**src/rtl/lif_spike_logger.sv**
```systemverilog
// lif_spike_logger: detects spike rising edges, timestamps each with its inter-spike
// interval and buffers the words in a FIFO drained over valid/ready.
module lif_spike_logger #(
    parameter int TS_WIDTH = 8,
    parameter int DEPTH    = 4
) (
    input  logic                     clk,
    input  logic                     rst,
    input  logic                     en,
    input  logic                     clr,
    input  logic                     spike_in,
    output logic                     out_valid,
    input  logic                     out_ready,
    output logic [TS_WIDTH:0]        out_data,
    output logic [7:0]               spike_count,
    output logic                     dropped,
    output logic [$clog2(DEPTH):0]   fill
);
    localparam int AW = $clog2(DEPTH);
    localparam logic [TS_WIDTH-1:0] ISI_MAX = '1;
    localparam logic [AW:0] FULL = (AW+1)'(DEPTH);

    logic                spike_q, spike_d;
    logic [TS_WIDTH-1:0] isi_q, isi_d, isi_inc;
    logic                first_q, first_d;
    logic                drop_q, drop_d;
    logic [AW-1:0]       wptr_q, wptr_d, rptr_q, rptr_d;
    logic [AW:0]         fill_q, fill_d;
    logic [7:0]          cnt_q, cnt_d;
    logic [TS_WIDTH:0]   mem_q [DEPTH];
    logic [TS_WIDTH:0]   mem_d [DEPTH];
    logic                evt, pop, push;

    // isi_q holds enabled cycles since the last event minus one, so the word carries isi_inc
    always_comb begin
        spike_d = spike_in;
        pop     = (fill_q != '0) & out_ready;
        evt     = en & spike_in & ~spike_q & ~clr;
        push    = evt & ((fill_q < FULL) | pop);
        isi_inc = (isi_q == ISI_MAX) ? isi_q : isi_q + 1'b1;
        isi_d   = clr ? '0 : !en ? isi_q : evt ? '0 : isi_inc;
        first_d = clr | (first_q & ~evt);
        drop_d  = ~clr & (drop_q | (evt & ~push));
        cnt_d   = clr ? '0 : (evt & (cnt_q != 8'hff)) ? cnt_q + 1'b1 : cnt_q;
        fill_d  = clr ? '0 : (push & ~pop) ? fill_q + 1'b1 : (pop & ~push) ? fill_q - 1'b1 : fill_q;
        wptr_d  = clr ? '0 : push ? wptr_q + 1'b1 : wptr_q;
        rptr_d  = clr ? '0 : pop ? rptr_q + 1'b1 : rptr_q;
        mem_d   = mem_q;
        if (push) mem_d[wptr_q] = {first_q, isi_inc};
    end

    always_ff @(posedge clk or posedge rst) begin
        if (rst) begin
            spike_q <= 1'b0;
            isi_q   <= '0;
            first_q <= 1'b1;
            drop_q  <= 1'b0;
            cnt_q   <= '0;
            fill_q  <= '0;
            wptr_q  <= '0;
            rptr_q  <= '0;
            mem_q   <= '{default: '0};
        end else begin
            spike_q <= spike_d;
            isi_q   <= isi_d;
            first_q <= first_d;
            drop_q  <= drop_d;
            cnt_q   <= cnt_d;
            fill_q  <= fill_d;
            wptr_q  <= wptr_d;
            rptr_q  <= rptr_d;
            mem_q   <= mem_d;
        end
    end

    assign out_valid   = fill_q != '0;
    assign out_data    = mem_q[rptr_q];
    assign spike_count = cnt_q;
    assign dropped     = drop_q;
    assign fill        = fill_q;
endmodule

```
**config.mk**
```make
export PLATFORM = sky130hd
export DESIGN_NAME = lif_spike_logger
export DESIGN_NICKNAME = d
export VERILOG_FILES = /design/src/rtl/lif_spike_logger.sv
export SDC_FILE = /design/constraint.sdc
export NUM_CORES = 1
export LEC_CHECK = 0
export CAP_MARGIN = 20
export CELL_PAD_IN_SITES_DETAIL_PLACEMENT = 1
export CELL_PAD_IN_SITES_GLOBAL_PLACEMENT = 1
export CORE_UTILIZATION = 50
export DETAILED_ROUTE_END_ITERATION = 7
export GPL_TIMING_DRIVEN = 0
export PLACE_DENSITY_LB_ADDON = 0.1
export SYNTH_ARGS = -nofsm -noshare
export SYNTH_HDL_FRONTEND = slang
export SYNTH_SLANG_ARGS = --single-unit
```
**constraint.sdc**
```tcl
create_clock -name clk -period 4.6 [get_ports clk]
set_input_delay 0.46 -clock clk [delete_from_list [all_inputs] [get_ports clk]]
set_output_delay 0.46 -clock clk [all_outputs]
set_load 0.01 [all_outputs]
```
==> impl_metrics.tcl <==
set metrics [dict create \
    post_cts_buffers 0 \
    grt_pass1_vias 2160 \
    ys_ff_latch 62 \
    p_leak_nw 1.68 \
    htreeDepth 3 \
    crit_chain "clkbuf_1 > mux4_2 > clkdlybuf4s50_1" \
    ys_top_cells_by_count "61 x dfrtp_1, 35 x mux2_2, 17 x nor2_1" \
    syn_area_per_cell_sq_um 13.0 \
    synth_most_common_cell "dfrtp_1" \
    critPathKind "flip-flop to output pin" \
    viasPerCell 5.82 \
    tightest_slew_ns 0.703 \
    post_drt_wl_per_cell_um 19.0 \
    cts_resized 0 \
    hpwl_um 4570 \
    start_util 0.518 \
    maxSlewHeadroom 0.531 \
    max_cap_violations 0 \
    tns_ns 0 \
    drive_gt1_frac 0.289 \
    status "complete, no violations" \
    cp_max_fo 10 \
    syn2layout_area_growth_pct 21.0 \
    ys_warn_count 0 \
    synth-async-reset-ratio 1.00 \
    fin_crit_ns 2.57 \
    synth_nets 247 \
    drc 0 \
    wirelength_um 6700 \
    yosys.area.top_type "dfrtp_1" \
    fmax_mhz 388 \
    start_kind "flip-flop" \
    setup_violations 0 \
    gr-total-overflow 0 \
    fin_skew_ns 0.00599 \
    postPlaceCellArea_sq_mm 0.00343 \
    critPathSlowestCell "clkbuf_1" \
    clkLatencyLatePin_ns 0.34 \
    hold_path_class "input port to asynchronous set/reset pin" \
    place_ws_ns 2.17 \
    grt_start_max_net_pins 43 \
    core_sq_mm 0.00589 \
    p_per_area_mw_per_mm2 420 \
    max-clock-path-buffers 2 \
    dr.pass1.iters 6 \
    cp_data_required_time_ns 4.14 \
    root_buffer "clkbuf_8" \
    cts_hold_buf 0 \
    cp-end-kind "output pin" \
    grt_pass1_wl_um 11200 \
    rsz0062_at_grt "false" \
    synth_area_leaders "dfrtp_1 50%, mux2_2 13%, mux4_2 6.6%" \
    syn_area_sq_mm 0.00305 \
    numClockSinks 62 \
    synth_top_area_frac 0.501 \
    cpPeakStageDelay_ns 0.54 \
    nets 286 \
    vias 2050 \
    ys_seq_area_frac 0.509 \
    max-vdd-ir-drop_uv 332 \
    worstPathArrival_ns 2.11 \
    finalHoldViolCount 0 \
    rows 28 \
    tritoncts "yes" \
    fin_area_sq_mm 0.00369 \
    drtIter0Drc 109 \
    antenna_found_initial 0 \
    synth_cell_types 50 \
    io_pins 28 \
    fillers 595 \
    cts_buffers 9 \
    fin_crit_sh 0.560 \
    grt_use_total 0.242 \
    setup_ws_ns 2.03 \
    antenna_cells 0 \
    die_y_um 80.1 \
    syn_inst 234 \
    port_buffers 27 \
    synth-main-ff-cell "dfrtp_1" \
    synth-edff-count 0 \
    final_antenna_net_count 0 \
    die-area_sq_mm 0.00641 \
    die_w_um 80.1 \
    gp_congestion 0.749 \
    drv_slew 0 \
    clkTransAtPathRegs_ns 0.06 \
]
## sequential cells by signal, indices dropped and copies added, names as in the netlist
name and flops:
spike_q 1, dropped 1, first_q 1, fill 3, mem_q 36, rptr_q 2
wptr_q 2, spike_count 8, isi_q 8
## worst max-delay path, delay by kind of cell, from the launching register on
family / cells / cell delay [ns]
buf+inv: 2 / 1.04
mux: 1 / 0.42
flops: 1 / 0.32
## through the flow
stage	instances	hold WS (ns)	utilization	total power, mW
global route	352	0.519	0.627	1.62
floorplan	234	0.459	-	0.821
global placement	336	0.473	0.580	0.938
detailed placement	337	0.485	0.583	0.957
finish	352	0.468	0.627	1.55
CTS	352	0.465	0.627	1.57
## cells in the final DEF (no fill, tap or decap), types with 3 or more instances in the layout
| cell type | n |
|---|---|
| bufinv_16 | 3 |
| a31oi_1 | 3 |
| clkbuf_8 | 12 |
| mux2_2 | 35 |
| a22o_1 | 5 |
| nand2_2 | 4 |
| nand2_1 | 9 |
| a21oi_1 | 12 |
| dfrtp_1 | 61 |
| nor3_1 | 3 |
| xor2_1 | 3 |
| a211oi_1 | 3 |
| nor2_1 | 17 |
| mux4_2 | 9 |
| xnor2_1 | 5 |
| nand2b_1 | 3 |
| nand3_1 | 7 |
| inv_1 | 5 |
| ha_1 | 6 |
| clkdlybuf4s50_1 | 27 |
## power breakdown
part	internal, mW	switching [mW]	total (mW)	leakage [nW]
combinational	0.170	0.158	0.328	0.703
clock	0.402	0.203	0.605	0.129
sequential	0.580	0.0367	0.617	0.847
total	1.15	0.398	1.55	1.68
## cell type report
cell class | instances | area [sq um] | share of cell area
Buffer | 5 | 21.3 | 0.00577
Clock buffer | 12 | 165 | 0.0448
Clock inverter | 3 | 90.1 | 0.0244
Inverter | 6 | 22.5 | 0.00611
Multi-Input combinational cell | 161 | 1450 | 0.394
Sequential cell | 62 | 1550 | 0.421
Tap cell | 75 | 93.8 | 0.0254
Timing Repair Buffer | 28 | 290 | 0.0787
## layer usage
metal / vias to the layer above / routed length, um / track usage
met4: 0 / 120 / 0.113
met5: - / 0 / 0
li1: 949 / - / -
met3: 11 / 148 / 0.0409
met2: 32 / 3460 / 0.401
met1: 1058 / 2980 / 0.310
## worst paths after layout
path | start | slack, ns | cells past startpoint | endpoint
min in group clk | mem_q[0]$_DFFE_PP0P_ | 0.50 | 1 | mem_q[0]$_DFFE_PP0P_
hold / removal | rst | 0.47 | 2 | dropped$_DFF_PP0_
hold reg to reg | mem_q[0]$_DFFE_PP0P_ | 0.50 | 1 | mem_q[0]$_DFFE_PP0P_
setup / recovery | rptr_q[1]$_DFFE_PP0P_ | 2.03 | 3 | out_data[1]
setup reg to reg | isi_q[0]$_DFFE_PP0P_ | 2.69 | 5 | mem_q[10]$_DFFE_PP0P_
max in group asynchronous | rst | 3.55 | 3 | isi_q[3]$_DFFE_PP0P_
## cell families (layout without fill, tap and decap cells)
logic type,count (synthesis),after routing,share of synthesized area
DFF,62,62,0.509
and+or+nand+nor,61,61,0.118
muxes,50,50,0.220
AOI/OAI and AO/OA,35,35,0.0845
buffers and inverters,11,54,0.0144
xor gates and xnor gates,8,8,0.0230
adders and majority gates,7,7,0.0312
No activity file was read; power rests on OpenSTA's default activity.
